## src/rtl/pipe_pkg.sv

```systemverilog
// pipe_pkg: shared definitions for the generic inter-stage register.
//   - pipe_state_e     : occupancy state of a pipe_stage_skid instance
//   - PIPE_LANES_DEF   : default number of issue lanes
//   - PIPE_DATA_W_DEF  : default payload width per lane
//   - PIPE_NOP_PAYLOAD : NOP fill bit; a squashed or gated lane is all copies of it
package pipe_pkg;

  typedef enum logic [1:0] {
    EMPTY = 2'd0,
    ONE   = 2'd1,
    TWO   = 2'd2
  } pipe_state_e;

  localparam int PIPE_LANES_DEF  = 2;
  localparam int PIPE_DATA_W_DEF = 128;

  // Width-agnostic: replicate to whatever lane/entry width is needed.
  localparam logic PIPE_NOP_PAYLOAD = 1'b0;

endpackage

```

## src/rtl/pipe_stage_skid_slot.sv

```systemverilog
// pipe_slot: one storage slot of the skid stage (valid, lane_valid, payload).
// Ports:
//   clk, rst          clock / synchronous active-high reset
//   clr               zero the slot (takes priority over load)
//   load              capture ld_lane_valid / ld_data, marking the slot valid
//   ld_lane_valid     per-lane valid of the incoming entry
//   ld_data           incoming payload, lane i at [i*DATA_W +: DATA_W]
//   vld, lane_vld, data  registered slot contents
module pipe_slot
  import pipe_pkg::*;
#(
  parameter int LANES  = PIPE_LANES_DEF,
  parameter int DATA_W = PIPE_DATA_W_DEF
) (
  input  logic                    clk,
  input  logic                    rst,
  input  logic                    clr,
  input  logic                    load,
  input  logic [LANES-1:0]        ld_lane_valid,
  input  logic [LANES*DATA_W-1:0] ld_data,
  output logic                    vld,
  output logic [LANES-1:0]        lane_vld,
  output logic [LANES*DATA_W-1:0] data
);

  logic [LANES*DATA_W-1:0] gated_data;

  // Invalid lanes are stored as NOP so nothing stale leaks downstream.
  always_comb begin
    gated_data = ld_data;
    for (int i = 0; i < LANES; i++) begin
      if (!ld_lane_valid[i]) begin
        gated_data[i*DATA_W +: DATA_W] = {DATA_W{PIPE_NOP_PAYLOAD}};
      end
    end
  end

  // Slot register stage
  always_ff @(posedge clk) begin
    if (rst || clr) begin
      vld      <= 1'b0;
      lane_vld <= '0;
      data     <= {(LANES*DATA_W){PIPE_NOP_PAYLOAD}};
    end else if (load) begin
      vld      <= 1'b1;
      lane_vld <= ld_lane_valid;
      data     <= gated_data;
    end
  end

endmodule

```

## src/rtl/pipe_stage_skid.sv

```systemverilog
// pipe_stage_skid: generic valid/ready inter-stage register with a 2-entry
// skid buffer so up_ready is a pure flop output.
// Ports:
//   clk, rst                 clock / synchronous active-high reset
//   flush                    squash both held entries (next cycle EMPTY)
//   up_valid, up_lane_valid, up_data   upstream offer
//   up_ready                 registered; low only while both slots are full
//   dn_valid, dn_lane_valid, dn_data   presented entry (main slot)
//   dn_ready                 downstream accept
// Optional (macro PIPE_STAGE_PERF_CNT_EN):
//   perf_stall_cnt           saturating count of dn_valid && !dn_ready cycles
//   perf_bubble_cnt          saturating count of cycles with no useful lane out
module pipe_stage_skid
  import pipe_pkg::*;
#(
  parameter int LANES  = PIPE_LANES_DEF,
  parameter int DATA_W = PIPE_DATA_W_DEF
) (
  input  logic                    clk,
  input  logic                    rst,
  input  logic                    flush,
  input  logic                    up_valid,
  input  logic [LANES-1:0]        up_lane_valid,
  input  logic [LANES*DATA_W-1:0] up_data,
  output logic                    up_ready,
  output logic                    dn_valid,
  output logic [LANES-1:0]        dn_lane_valid,
  output logic [LANES*DATA_W-1:0] dn_data,
  input  logic                    dn_ready
`ifdef PIPE_STAGE_PERF_CNT_EN
  ,
  output logic [31:0]             perf_stall_cnt,
  output logic [31:0]             perf_bubble_cnt
`endif
);

  pipe_state_e state_p0;
  pipe_state_e state_d;

  logic                    up_xfer;
  logic                    dn_xfer;
  logic                    main_load;
  logic                    main_clr;
  logic                    main_from_skid;
  logic                    skid_load;
  logic                    skid_clr;
  logic                    skid_vld;
  logic [LANES-1:0]        skid_lane_vld;
  logic [LANES*DATA_W-1:0] skid_data;
  logic [LANES-1:0]        main_src_lane_vld;
  logic [LANES*DATA_W-1:0] main_src_data;

  assign up_xfer = up_valid && up_ready;
  assign dn_xfer = dn_valid && dn_ready;

  // Occupancy control; flush overrides any handshake in the same cycle.
  always_comb begin
    state_d        = state_p0;
    main_load      = 1'b0;
    main_clr       = 1'b0;
    main_from_skid = 1'b0;
    skid_load      = 1'b0;
    skid_clr       = 1'b0;
    if (flush) begin
      state_d  = EMPTY;
      main_clr = 1'b1;
      skid_clr = 1'b1;
    end else begin
      case (state_p0)
        EMPTY: begin
          if (up_xfer) begin
            main_load = 1'b1;
            state_d   = ONE;
          end
        end
        ONE: begin
          if (up_xfer && dn_xfer) begin
            main_load = 1'b1;
          end else if (up_xfer) begin
            skid_load = 1'b1;
            state_d   = TWO;
          end else if (dn_xfer) begin
            main_clr = 1'b1;
            state_d  = EMPTY;
          end
        end
        TWO: begin
          // up_ready is low here, so only the drain path can fire.
          if (dn_xfer) begin
            main_load      = 1'b1;
            main_from_skid = 1'b1;
            skid_clr       = 1'b1;
            state_d        = ONE;
          end
        end
        default: begin
          state_d  = EMPTY;
          main_clr = 1'b1;
          skid_clr = 1'b1;
        end
      endcase
    end
  end

  assign main_src_lane_vld = main_from_skid ? skid_lane_vld : up_lane_valid;
  assign main_src_data     = main_from_skid ? skid_data     : up_data;

  // Control register stage
  always_ff @(posedge clk) begin
    if (rst) begin
      state_p0 <= EMPTY;
      up_ready <= 1'b1;
    end else begin
      state_p0 <= state_d;
      up_ready <= (state_d != TWO);
    end
  end

  pipe_slot #(.LANES(LANES), .DATA_W(DATA_W)) u_main (
    .clk           (clk),
    .rst           (rst),
    .clr           (main_clr),
    .load          (main_load),
    .ld_lane_valid (main_src_lane_vld),
    .ld_data       (main_src_data),
    .vld           (dn_valid),
    .lane_vld      (dn_lane_valid),
    .data          (dn_data)
  );

  pipe_slot #(.LANES(LANES), .DATA_W(DATA_W)) u_skid (
    .clk           (clk),
    .rst           (rst),
    .clr           (skid_clr),
    .load          (skid_load),
    .ld_lane_valid (up_lane_valid),
    .ld_data       (up_data),
    .vld           (skid_vld),
    .lane_vld      (skid_lane_vld),
    .data          (skid_data)
  );

`ifdef PIPE_STAGE_PERF_CNT_EN
  function automatic logic [31:0] sat_inc(input logic [31:0] cnt);
    return (cnt == 32'hFFFF_FFFF) ? cnt : cnt + 32'd1;
  endfunction

  // Counter register stage; flush intentionally leaves the counts intact.
  always_ff @(posedge clk) begin
    if (rst) begin
      perf_stall_cnt  <= '0;
      perf_bubble_cnt <= '0;
    end else begin
      if (dn_valid && !dn_ready) begin
        perf_stall_cnt <= sat_inc(perf_stall_cnt);
      end
      if (!dn_valid || (dn_lane_valid == '0)) begin
        perf_bubble_cnt <= sat_inc(perf_bubble_cnt);
      end
    end
  end
`endif

endmodule

```

## config.mk

```make
export PLATFORM = sky130hd
export DESIGN_NAME = pipe_stage_skid
export DESIGN_NICKNAME = d
export VERILOG_FILES = /design/src/rtl/pipe_pkg.sv /design/src/rtl/pipe_stage_skid_slot.sv /design/src/rtl/pipe_stage_skid.sv
export SDC_FILE = /design/constraint.sdc
export NUM_CORES = 1
export LEC_CHECK = 0
export CORE_MARGIN = 2
export CORE_UTILIZATION = 50
export CTS_CLUSTER_SIZE = 25
export DETAILED_ROUTE_END_ITERATION = 6
export HOLD_SLACK_MARGIN = 0.08
export PLACE_DENSITY_LB_ADDON = 0.2
export SLEW_MARGIN = 20
export SYNTH_ARGS = -nofsm -noshare
export SYNTH_HDL_FRONTEND = slang
export SYNTH_HIERARCHICAL = 1
export SYNTH_SLANG_ARGS = --single-unit
```

## constraint.sdc

```tcl
create_clock -name clk -period 5.7 [get_ports clk]
set_input_delay 0.57 -clock clk [delete_from_list [all_inputs] [get_ports clk]]
set_output_delay 0.57 -clock clk [all_outputs]
set_load 0.02 [all_outputs]
```

==> results of run 1 <==
-- worst paths after layout --
check                                     start              end  slack [ps]  cells after the start
worst min-delay path            u_skid/data[32]  u_skid/data[32]         470                      2
worst max register to register      state_p0[1]  u_main/data[66]        3050                      6
worst max-delay path                      flush  u_main/data[66]        3030                      6
worst min register to register  u_skid/data[32]  u_skid/data[32]         470                      2
-- critical path: stages --
cell	delay [ps]
clkdlybuf4s50_1	650
nor2_8	270
mux2_4	760
buf_4	470
nand3_1	160
a21oi_2	200
-- flip-flops by register name, summed over array words and instances, names as in the netlist --
signal and count:
state_p0 2, u_main/data 256, u_main/lane_vld 2, u_main/vld 1
u_skid/data 256, u_skid/lane_vld 2, up_ready 1
-- area by class of cell --
type	instances	area [µm²]
Multi-Input combinational cell	1824	13800
Clock inverter	16	264
Sequential cell	520	10400
Tap cell	680	851
Antenna cell	10	25.0
Timing Repair Buffer	545	5540
Fill cell	4224	19000
Inverter	1	3.75
Clock buffer	83	1680
-- cells in the final DEF, fill, tap and decap left out, types with 5 or more instances in the layout --
| cell | count |
|---|---|
| a21oi_1 | 103 |
| a21oi_2 | 410 |
| buf_12 | 10 |
| buf_4 | 14 |
| bufinv_16 | 7 |
| clkbuf_1 | 10 |
| clkbuf_16 | 57 |
| clkbuf_8 | 16 |
| clkdlybuf4s50_1 | 520 |
| clkinv_2 | 7 |
| dfxtp_1 | 520 |
| diode_2 | 10 |
| mux2_2 | 56 |
| mux2_4 | 202 |
| mux2i_1 | 5 |
| nand2b_1 | 513 |
| nand3_1 | 512 |
| nor2_1 | 6 |
-- report_power, final --
part	switching [mW]	total, mW	internal [mW]
logic	0.411	0.815	0.405
registers	0.0189	3.68	3.66
clock network	1.48	3.83	2.35
-- per-layer routing --
layer / part of all wire, % / GRT usage (%)
met2: 48 / 41.9
met5: 0.13 / 0
met4: 2.7 / 8.82
met1: 42 / 31.0
met3: 7.6 / 7.73
-- stage by stage --
step                      utilization, %  hold slack (ps)  power [mW]  instances  cell area [µm²]
final                               63.2              466        8.33       3679            32600
after global routing                63.2              483        8.60       3679            32600
after CTS                           63.2              452        8.41       3669            32500
after detailed placement            59.4              458        4.58       3570            30600
after global placement              59.3              450        4.56       3569            30600
after floorplan                        -              439        4.26       2602            26100
==> summary.md, run 1 <==
| Metric | Value |
|---|---|
| DR vias/cell | `between 5 and 6` |
| Fin Clk Skew | `~25 ps` |
| Final ANT Viol Nets | `0` |
| Status | `finished clean` |
| Share of cells above drive strength 1 | `about a quarter` |
| Via count | `20.1k` |
| First drt pass iteration count | `5` |
| Largest net degree at the start of global routing | `~240` |
| Crit Path Category | `in2reg` |
| Worst EP arrival | `between 3000 and 4000 ps` |
| Lkg Pwr | `between 9 and 10 nW` |
| CTS H-tree lvls | `2` |
| Slew at the pin closest to its max-slew limit | `about 1100 ps` |
| CP endpoint kind | `flop` |
| Setup TNS | `0 ps` |
| Place WS | `~2400 ps` |
| Clock Latency Late Sink | `between 600 and 700 ps` |
| Cells resized by post-CTS repair | `0` |
| DP HPWL | `around 45000 µm` |
| Overflow after GRT | `0` |
| Gpl congestion | `between 0.7 and 0.8` |
| Startpoint types | `input port` |
| DRC Markers | `0` |
| Final setup viols | `0` |
| Syn Std Cell Area | `between 20000 and 30000 µm²` |
| Die Y | `about 230 µm` |
| First-pass GRT wire length | `about 110000 µm` |
| DR WL/cell | `approximately 20 µm` |
| Net count after synthesis | `around 2.9k` |
| Max cap viols | `0` |
| TritonCTS Buffers | `56` |
| WL final | `just over 70000 µm` |
| Unrepaired setup endpoints after global routing | `no` |
| Std cell rows | `between 80 and 90` |
| Top Ports | `523` |
| Final hold vios | `0` |
| Total GRT Usage | `25.3%` |
| Final Worst Setup Slack | `around 3000 ps` |
| Worst min path class | `reg2reg` |
| # nets final | `approximately 3.2k` |
| CTS tree | `yes` |
| Number of synthesis warnings | `6` |
| Root Driver | `clkbuf_16` |
| Cells after Synth | `about 2.6k` |
| Reg clk slew, reported paths | `60 ps` |
| 1st-iter DRT viols | `between 1k and 1.5k` |
| Port bufs | `roughly 520` |
| Critical Path RT | `between 6000 and 7000 ps` |
| Slew Limit Fails | `0` |
| Period utilization | `about 47%` |
| Die X | `233 µm` |
| Number of global-route vias before repair | `20.2k` |
| Power per cell area | `256 nW/µm²` |
| Initial core utilization | `50.7%` |
| Setup bufs post-CTS | `0` |
| Full die area | `around 54000 µm²` |
| Layout area overhead | `24.7%` |
| Maximum number of buffers from clock root to sink | `3` |
| Hold_buf cts | `0` |
| Initial antenna violation count | `17` |
| Min cycle time layout | `about 2700 ps` |
| Achievable Freq | `between 300 and 400 MHz` |
| Crit-path max FO | `73` |
| Peak supply drop | `~0.26 mV` |
| Max transition margin | `between 20% and 30%` |
| Number of clock sinks seen by CTS | `between 500 and 600` |
| Core area | `51500 µm²` |
| Syn_area_per_cell | `approximately 10 µm²` |
(Power assumes the default switching activity.)
==> inputs of run 2 (changes only) <==
--- a/config.mk
+++ b/config.mk
@@ -6,7 +6,7 @@
 export NUM_CORES = 1
 export LEC_CHECK = 0
 export CORE_MARGIN = 2
-export CORE_UTILIZATION = 50
+export CORE_UTILIZATION = 47
 export CTS_CLUSTER_SIZE = 25
 export DETAILED_ROUTE_END_ITERATION = 6
 export HOLD_SLACK_MARGIN = 0.08
==> constraint.sdc (replaced) <==
create_clock -name clk -period 2.4 [get_ports clk]
set_input_delay 0.24 -clock clk [delete_from_list [all_inputs] [get_ports clk]]
set_output_delay 0.24 -clock clk [all_outputs]
set_load 0.02 [all_outputs]
==> run 2 against run 1 <==
Compared with the run above: die area grew 6.3%; clock power rose by 130%; non-clock buffer count grew 76; hold slack worse by 220 ps; total power rose by 140%; clock skew decreased by 5.8 ps; combinational power grew to 2.6 times the previous value; wire length increased by 1.9%; cell area rose by 3.2%; via count increased by 2.0%; highest routed layer unchanged.
==> summary.md, run 2 (synthesized netlist as in run 1, its figures left out) <==
| Metric | Value |
|---|---|
| Startpoint types | `flop` |
| Commonest non-fill, non-tap cells in the layout | `clkdlybuf4s50_1 (520), dfxtp_1 (520), nand2b_1 (513)` |
| Peak supply drop | `0.628 mV` |
| Full die area | `between 50000 and 60000 µm²` |
| Power per cell area | `around 580 nW/µm²` |
| Slew at the pin closest to its max-slew limit | `around 670 ps` |
| First-pass GRT wire length | `around 110000 µm` |
| Hold Path Origin | `up_data[254]` |
| Worst Setup SP | `state_p0[1]` |
| Setup bufs post-CTS | `0` |
| Total design power | `slightly below 20 mW` |
| Place WS | `57.7 ps` |
| Final core occ | `between 60% and 70%` |
| Gpl congestion | `roughly 0.83` |
| Overflow after GRT | `0` |
| Crit-path max FO | `36` |
| Top Ports | `approximately 520` |
| CP endpoint kind | `flop` |
| Internal Pwr Total | `about 15 mW` |
| Launching point of the worst reg2reg path | `state_p0[1]` |
| WL final | `~73000 µm` |
| Die X | `240 µm` |
| DRC Markers | `0` |
| Gate power share | `between 10% and 20%` |
| Layout area overhead | `28.7%` |
| Sequential Power Share | `about 45%` |
| CTS tree | `yes` |
| Die Y | `approximately 240 µm` |
| Clock Latency Late Sink | `about 600 ps` |
| Switch share | `23.6%` |
| R2R depth | `7` |
| DP HPWL | `roughly 50000 µm` |
| Maximum number of buffers from clock root to sink | `3` |
| Clock power share | `44.9%` |
| Core area | `approximately 55000 µm²` |
| Crit Path Category | `reg2reg` |
| CP Capture Point | `u_main/data[174]` |
| Switching pwr | `~4.6 mW` |
| Largest regs | `u_main/data x256, u_skid/data x256` |
| Hold_buf cts | `0` |
| Worst min path class | `in2reg` |
| Final hold vios | `0` |
| Final setup viols | `0` |
| Initial core utilization | `47.5%` |
| Share of cells above drive strength 1 | `between 20% and 30%` |
| Reg clk slew, reported paths | `around 60 ps` |
| Lkg Pwr | `between 10 and 15 nW` |
| Std cell rows | `86` |
| Achievable Freq | `between 400 and 500 MHz` |
| Number of global-route vias before repair | `about 20k` |
| Final ANT Viol Nets | `0` |
| Slew Limit Fails | `0` |
| DR vias/cell | `~5.4` |
| Unrepaired setup endpoints after global routing | `no` |
| Max cap viols | `0` |
| Period utilization | `a little under nine tenths` |
| Cells resized by post-CTS repair | `0` |
| Min cycle time layout | `between 2000 and 2500 ps` |
| Via count | `20.5k` |
| Port bufs | `522` |
| First drt pass iteration count | `5` |
| Root Driver | `clkbuf_16` |
| Largest net degree at the start of global routing | `between 100 and 150` |
| TritonCTS Buffers | `56` |
| Critical Path RT | `just under 3000 ps` |
| 1st-iter DRT viols | `about 1.0k` |
| # nets final | `about 3.3k` |
| Reg2reg setup slack | `roughly 360 ps` |
| Reg2reg end | `u_main/data[174]` |
| CTS H-tree lvls | `2` |
| Setup TNS | `0 ps` |
| Fin Clk Skew | `between 15 and 20 ps` |
| DR WL/cell | `~19 µm` |
| Number of clock sinks seen by CTS | `520` |
| Initial antenna violation count | `15` |
| Status | `finished clean` |
| Total GRT Usage | `between 20% and 30%` |
| Max transition margin | `55.6%` |
| Final Worst Setup Slack | `roughly 360 ps` |
| Worst EP arrival | `roughly 2600 ps` |
==> run 2: how the worst min path moves through the flow <==
stage                        to  slack [ps]  cells past startpoint
2_1_floorplan       state_p0[0]         320                      1
3_3_place_gp    u_skid/data[25]         450                      2
3_5_place_dp    u_skid/data[32]         460                      2
4_1_cts        u_skid/data[249]         200                      3
5_1_grt        u_skid/data[254]         240                      3
6_report       u_skid/data[254]         250                      3
==> run 2: area by class of cell <==
class	instances	area (µm²)
diodes	9	22.5
multi-input cells	1824	13800
well taps	748	936
flip-flops and latches	520	10400
fillers	4502	21400
inverters	1	3.75
clock buffers	81	1640
clock inverters	20	243
repair buffers	621	6580
==> run 2: routing by layer <==
layer,GRT usage (%),up-vias,share of wire (%)
met2,39.8,564,47
li1,-,9810,-
met4,9.09,14,3.0
met5,0,-,0.13
met3,5.96,137,6.9
met1,31.3,10000,43
==> run 2: metrics by stage <==
stage	std cells	cell area, µm²	hold slack [ps]
3_3_place_gp	3714	31700	449
2_1_floorplan	2602	26100	318
3_5_place_dp	3714	31700	457
4_1_cts	3815	33600	203
5_1_grt	3822	33600	238
6_report	3824	33600	247
==> run 2: power groups by stage <==
stage	clock [mW]	combinational, mW	sequential, mW
finish	8.82	2.08	8.75
global route	9.35	2.21	8.75
CTS	9.04	2.09	8.75
detailed placement	0	2.08	8.94
global placement	0	2.05	8.94
floorplan	0	1.11	9.00
==> run 2: worst max-delay path: stages, from the launching register on <==
cell      delay (ps)
dfxtp_1          490
nand4b_4         200
nor2_8           190
buf_12           150
mux2_4           180
buf_4            390
nand3_1          190
a21oi_2          160
==> inputs of run 3 (changes only) <==
--- a/config.mk
+++ b/config.mk
@@ -6,7 +6,7 @@
 export NUM_CORES = 1
 export LEC_CHECK = 0
 export CORE_MARGIN = 2
-export CORE_UTILIZATION = 47
+export CORE_UTILIZATION = 50
 export CTS_CLUSTER_SIZE = 25
 export DETAILED_ROUTE_END_ITERATION = 6
 export HOLD_SLACK_MARGIN = 0.08
==> constraint.sdc (replaced) <==
create_clock -name clk -period 2 [get_ports clk]
set_input_delay 0.2 -clock clk [delete_from_list [all_inputs] [get_ports clk]]
set_output_delay 0.2 -clock clk [all_outputs]
set_load 0.02 [all_outputs]
==> run 3 against run 2 <==
Compared with the run above: critical path depth fell by 1; hold slack got worse by 40 ps; cell area barely moved; clock power rose by 21%; maximum frequency rose by 3.7%; largest cell class unchanged; largest power group unchanged.
==> summary.md, run 3 (synthesized netlist as in run 1, its figures left out) <==
| Metric | Value |
|---|---|
| Slew Limit Fails | `0` |
| Max cap viols | `0` |
| Crit-path max FO | `just under 80` |
| CTS H-tree lvls | `2` |
| Crit Path Category | `reg2reg` |
| Worst EP arrival | `around 2500 ps` |
| TritonCTS Buffers | `57` |
| Power per cell area | `705 nW/µm²` |
| Die X | `233 µm` |
| Fillers | `4045` |
| DR vias/cell | `5.49` |
| Period utilization | `98.5%` |
| 1st-iter DRT viols | `1487` |
| CP endpoint kind | `flop` |
| Switching pwr | `between 5 and 6 mW` |
| Die Y | `approximately 230 µm` |
| Lkg Pwr | `about 11 nW` |
| Cell-by-cell trace of the critical path | `a21bo_2 -> nor4_2 -> buf_4 -> buf_12 -> nand3_1 -> a21oi_2` |
| Gate power share | `10.6%` |
| CTS tree | `yes` |
| Full die area | `~54000 µm²` |
| Setup bufs post-CTS | `0` |
| DRC Markers | `0` |
| Via count | `20.7k` |
| R2R depth | `6` |
| Placed cells | `~3.7k` |
| Sequential Power Share | `between 40% and 50%` |
| First drt pass iteration count | `7` |
| Layout area overhead | `28.7%` |
| Slew at the pin closest to its max-slew limit | `approximately 610 ps` |
| Final setup viols | `0` |
| Number of clock sinks seen by CTS | `520` |
| Reg2reg setup slack | `between 30 and 40 ps` |
| Commonest non-fill, non-tap cell in the layout | `clkdlybuf4s50_1` |
| # nets final | `3297` |
| Worst min path class | `in2reg` |
| Maximum number of buffers from clock root to sink | `3` |
| Number of global-route vias before repair | `roughly 21k` |
| FF/Latch Area | `10400 µm²` |
| Clock power share | `between 40% and 50%` |
| Fin Clk Skew | `approximately 22 ps` |
| Area of the multi-input gates | `approximately 14000 µm²` |
| Top Ports | `between 500 and 600` |
| Total GRT Usage | `between 20% and 30%` |
| WHS | `207 ps` |
| Internal Pwr Total | `~18 mW` |
| Commonest non-fill, non-tap cells in the layout | `clkdlybuf4s50_1 (520), dfxtp_1 (519), nand2b_1 (513)` |
| Largest net degree at the start of global routing | `roughly 120` |
| Initial core utilization | `roughly half` |
| Achievable Freq | `508 MHz` |
| Initial antenna violation count | `14` |
| Fin cells | `3769` |
| Root Driver | `clkbuf_16` |
| First-pass GRT wire length | `113000 µm` |
| Max transition margin | `59.5%` |
| Final ANT Viol Nets | `0` |
| Setup TNS | `0 ps` |
| CP Capture Point | `u_skid/data[149]` |
| Peak supply drop | `between 0.6 and 0.7 mV` |
| Share of cells above drive strength 1 | `between 20% and 30%` |
| Startpoint types | `flop` |
| Core area | `between 50000 and 60000 µm²` |
| Largest regs | `u_main/data x256, u_skid/data x256` |
| Slowest cell on crit path | `dfxtp_1` |
| Worst Setup SP | `state_p0[0]` |
| Status | `finished clean` |
| Std cell rows | `slightly above 80` |
| Reg clk slew, reported paths | `60 ps` |
| Final Worst Setup Slack | `roughly 30 ps` |
| Clock Latency Late Sink | `roughly 600 ps` |
| Overflow after GRT | `0` |
| Place WS | `-260 ps` |
| Min cycle time layout | `slightly below 2000 ps` |
| Reg2reg end | `u_skid/data[149]` |
| Launching point of the worst reg2reg path | `state_p0[0]` |
| WL final | `between 70000 and 80000 µm` |
| DR WL/cell | `just under 20 µm` |
| Switch share | `between 20% and 30%` |
| Slowest stage delay, CP | `roughly 430 ps` |
| Critical Path RT | `between 2000 and 3000 ps` |
| DP HPWL | `between 40000 and 50000 µm` |
| Gpl congestion | `~0.84` |
| Final hold vios | `0` |
| Port bufs | `roughly 520` |
| Unrepaired setup endpoints after global routing | `yes` |
## run 3: cell types whose count changed in the layout (fill, tap and decap cells not counted), sizes merged
| cell | previous run | this run |
|---|---|---|
| buf | 101 | 108 |
| bufinv | 5 | 4 |
| clkbuf | 81 | 87 |
| clkinv | 12 | 10 |
| clkinvlp | 1 | 3 |
| dlygate4sd3 | 0 | 2 |
| inv | 3 | 2 |
## run 3: how the worst min path moves through the flow
stage                             endpoint  slack, ps       startpoint  depth (start not counted)
after floorplan                state_p0[0]        280              rst                          1
final                      u_skid/data[15]        210      up_data[15]                          3
after CTS                  u_skid/data[15]        170      up_data[15]                          3
after global placement     u_skid/data[31]        450  u_skid/data[31]                          2
after detailed placement    u_skid/data[7]        450   u_skid/data[7]                          2
after global routing      u_skid/data[243]        190     up_data[243]                          3
## run 3: worst max-delay path: cells and delay by family, from the launching register on
| kind | cells | cell delay [ps] |
|---|---|---|
| AOI/OAI and AO/OA | 2 | 430 |
| and+or+nand+nor | 2 | 380 |
| buffers and inverters | 2 | 600 |
| DFF | 1 | 430 |
## run 3: what timing repair did
item / 4_1_cts / 5_1_grt
setup endpoints to repair: 0 / 111
gates resized for setup: 0 / 5
hold buffers: 2 / 0
endpoints found under the hold margin: 35 / 0
## run 3: cell type report
cell class / instances / area share [%]
diodes: 9 / 0.0670
clock inverters: 18 / 0.599
well taps: 680 / 2.53
flip-flops and latches: 520 / 31.0
inverters: 1 / 0.0112
clock buffers: 87 / 5.12
repair buffers: 630 / 19.7
multi-input cells: 1824 / 41.0
## run 3: power by group through the flow
| stage | registers [mW] | clock network [mW] | logic (mW) |
|---|---|---|---|
| 6_report | 10.5 | 10.7 | 2.52 |
| 5_1_grt | 10.5 | 11.3 | 2.66 |
| 4_1_cts | 10.5 | 10.9 | 2.52 |
| 3_5_place_dp | 10.7 | 0 | 2.50 |
| 3_3_place_gp | 10.7 | 0 | 2.47 |
| 2_1_floorplan | 10.8 | 0 | 1.34 |
## run 3: metrics by stage
stage | utilization (%) | total power [mW] | instance area [µm²]
after floorplan | - | 12.1 | 26100
after global placement | 61.4 | 13.2 | 31600
after detailed placement | 61.4 | 13.2 | 31600
after CTS | 65.2 | 23.9 | 33600
after global routing | 65.2 | 24.5 | 33600
final | 65.2 | 23.7 | 33600
## run 3: metal layers
metal  routed length (µm)  global-route usage [%]  up-vias
li1                     -                       -     9836
met1                31200                    33.3    10100
met2                35200                    43.4      637
met3                 4250                    4.49      145
met4                 2420                    10.4       10
met5                   64                       0        -
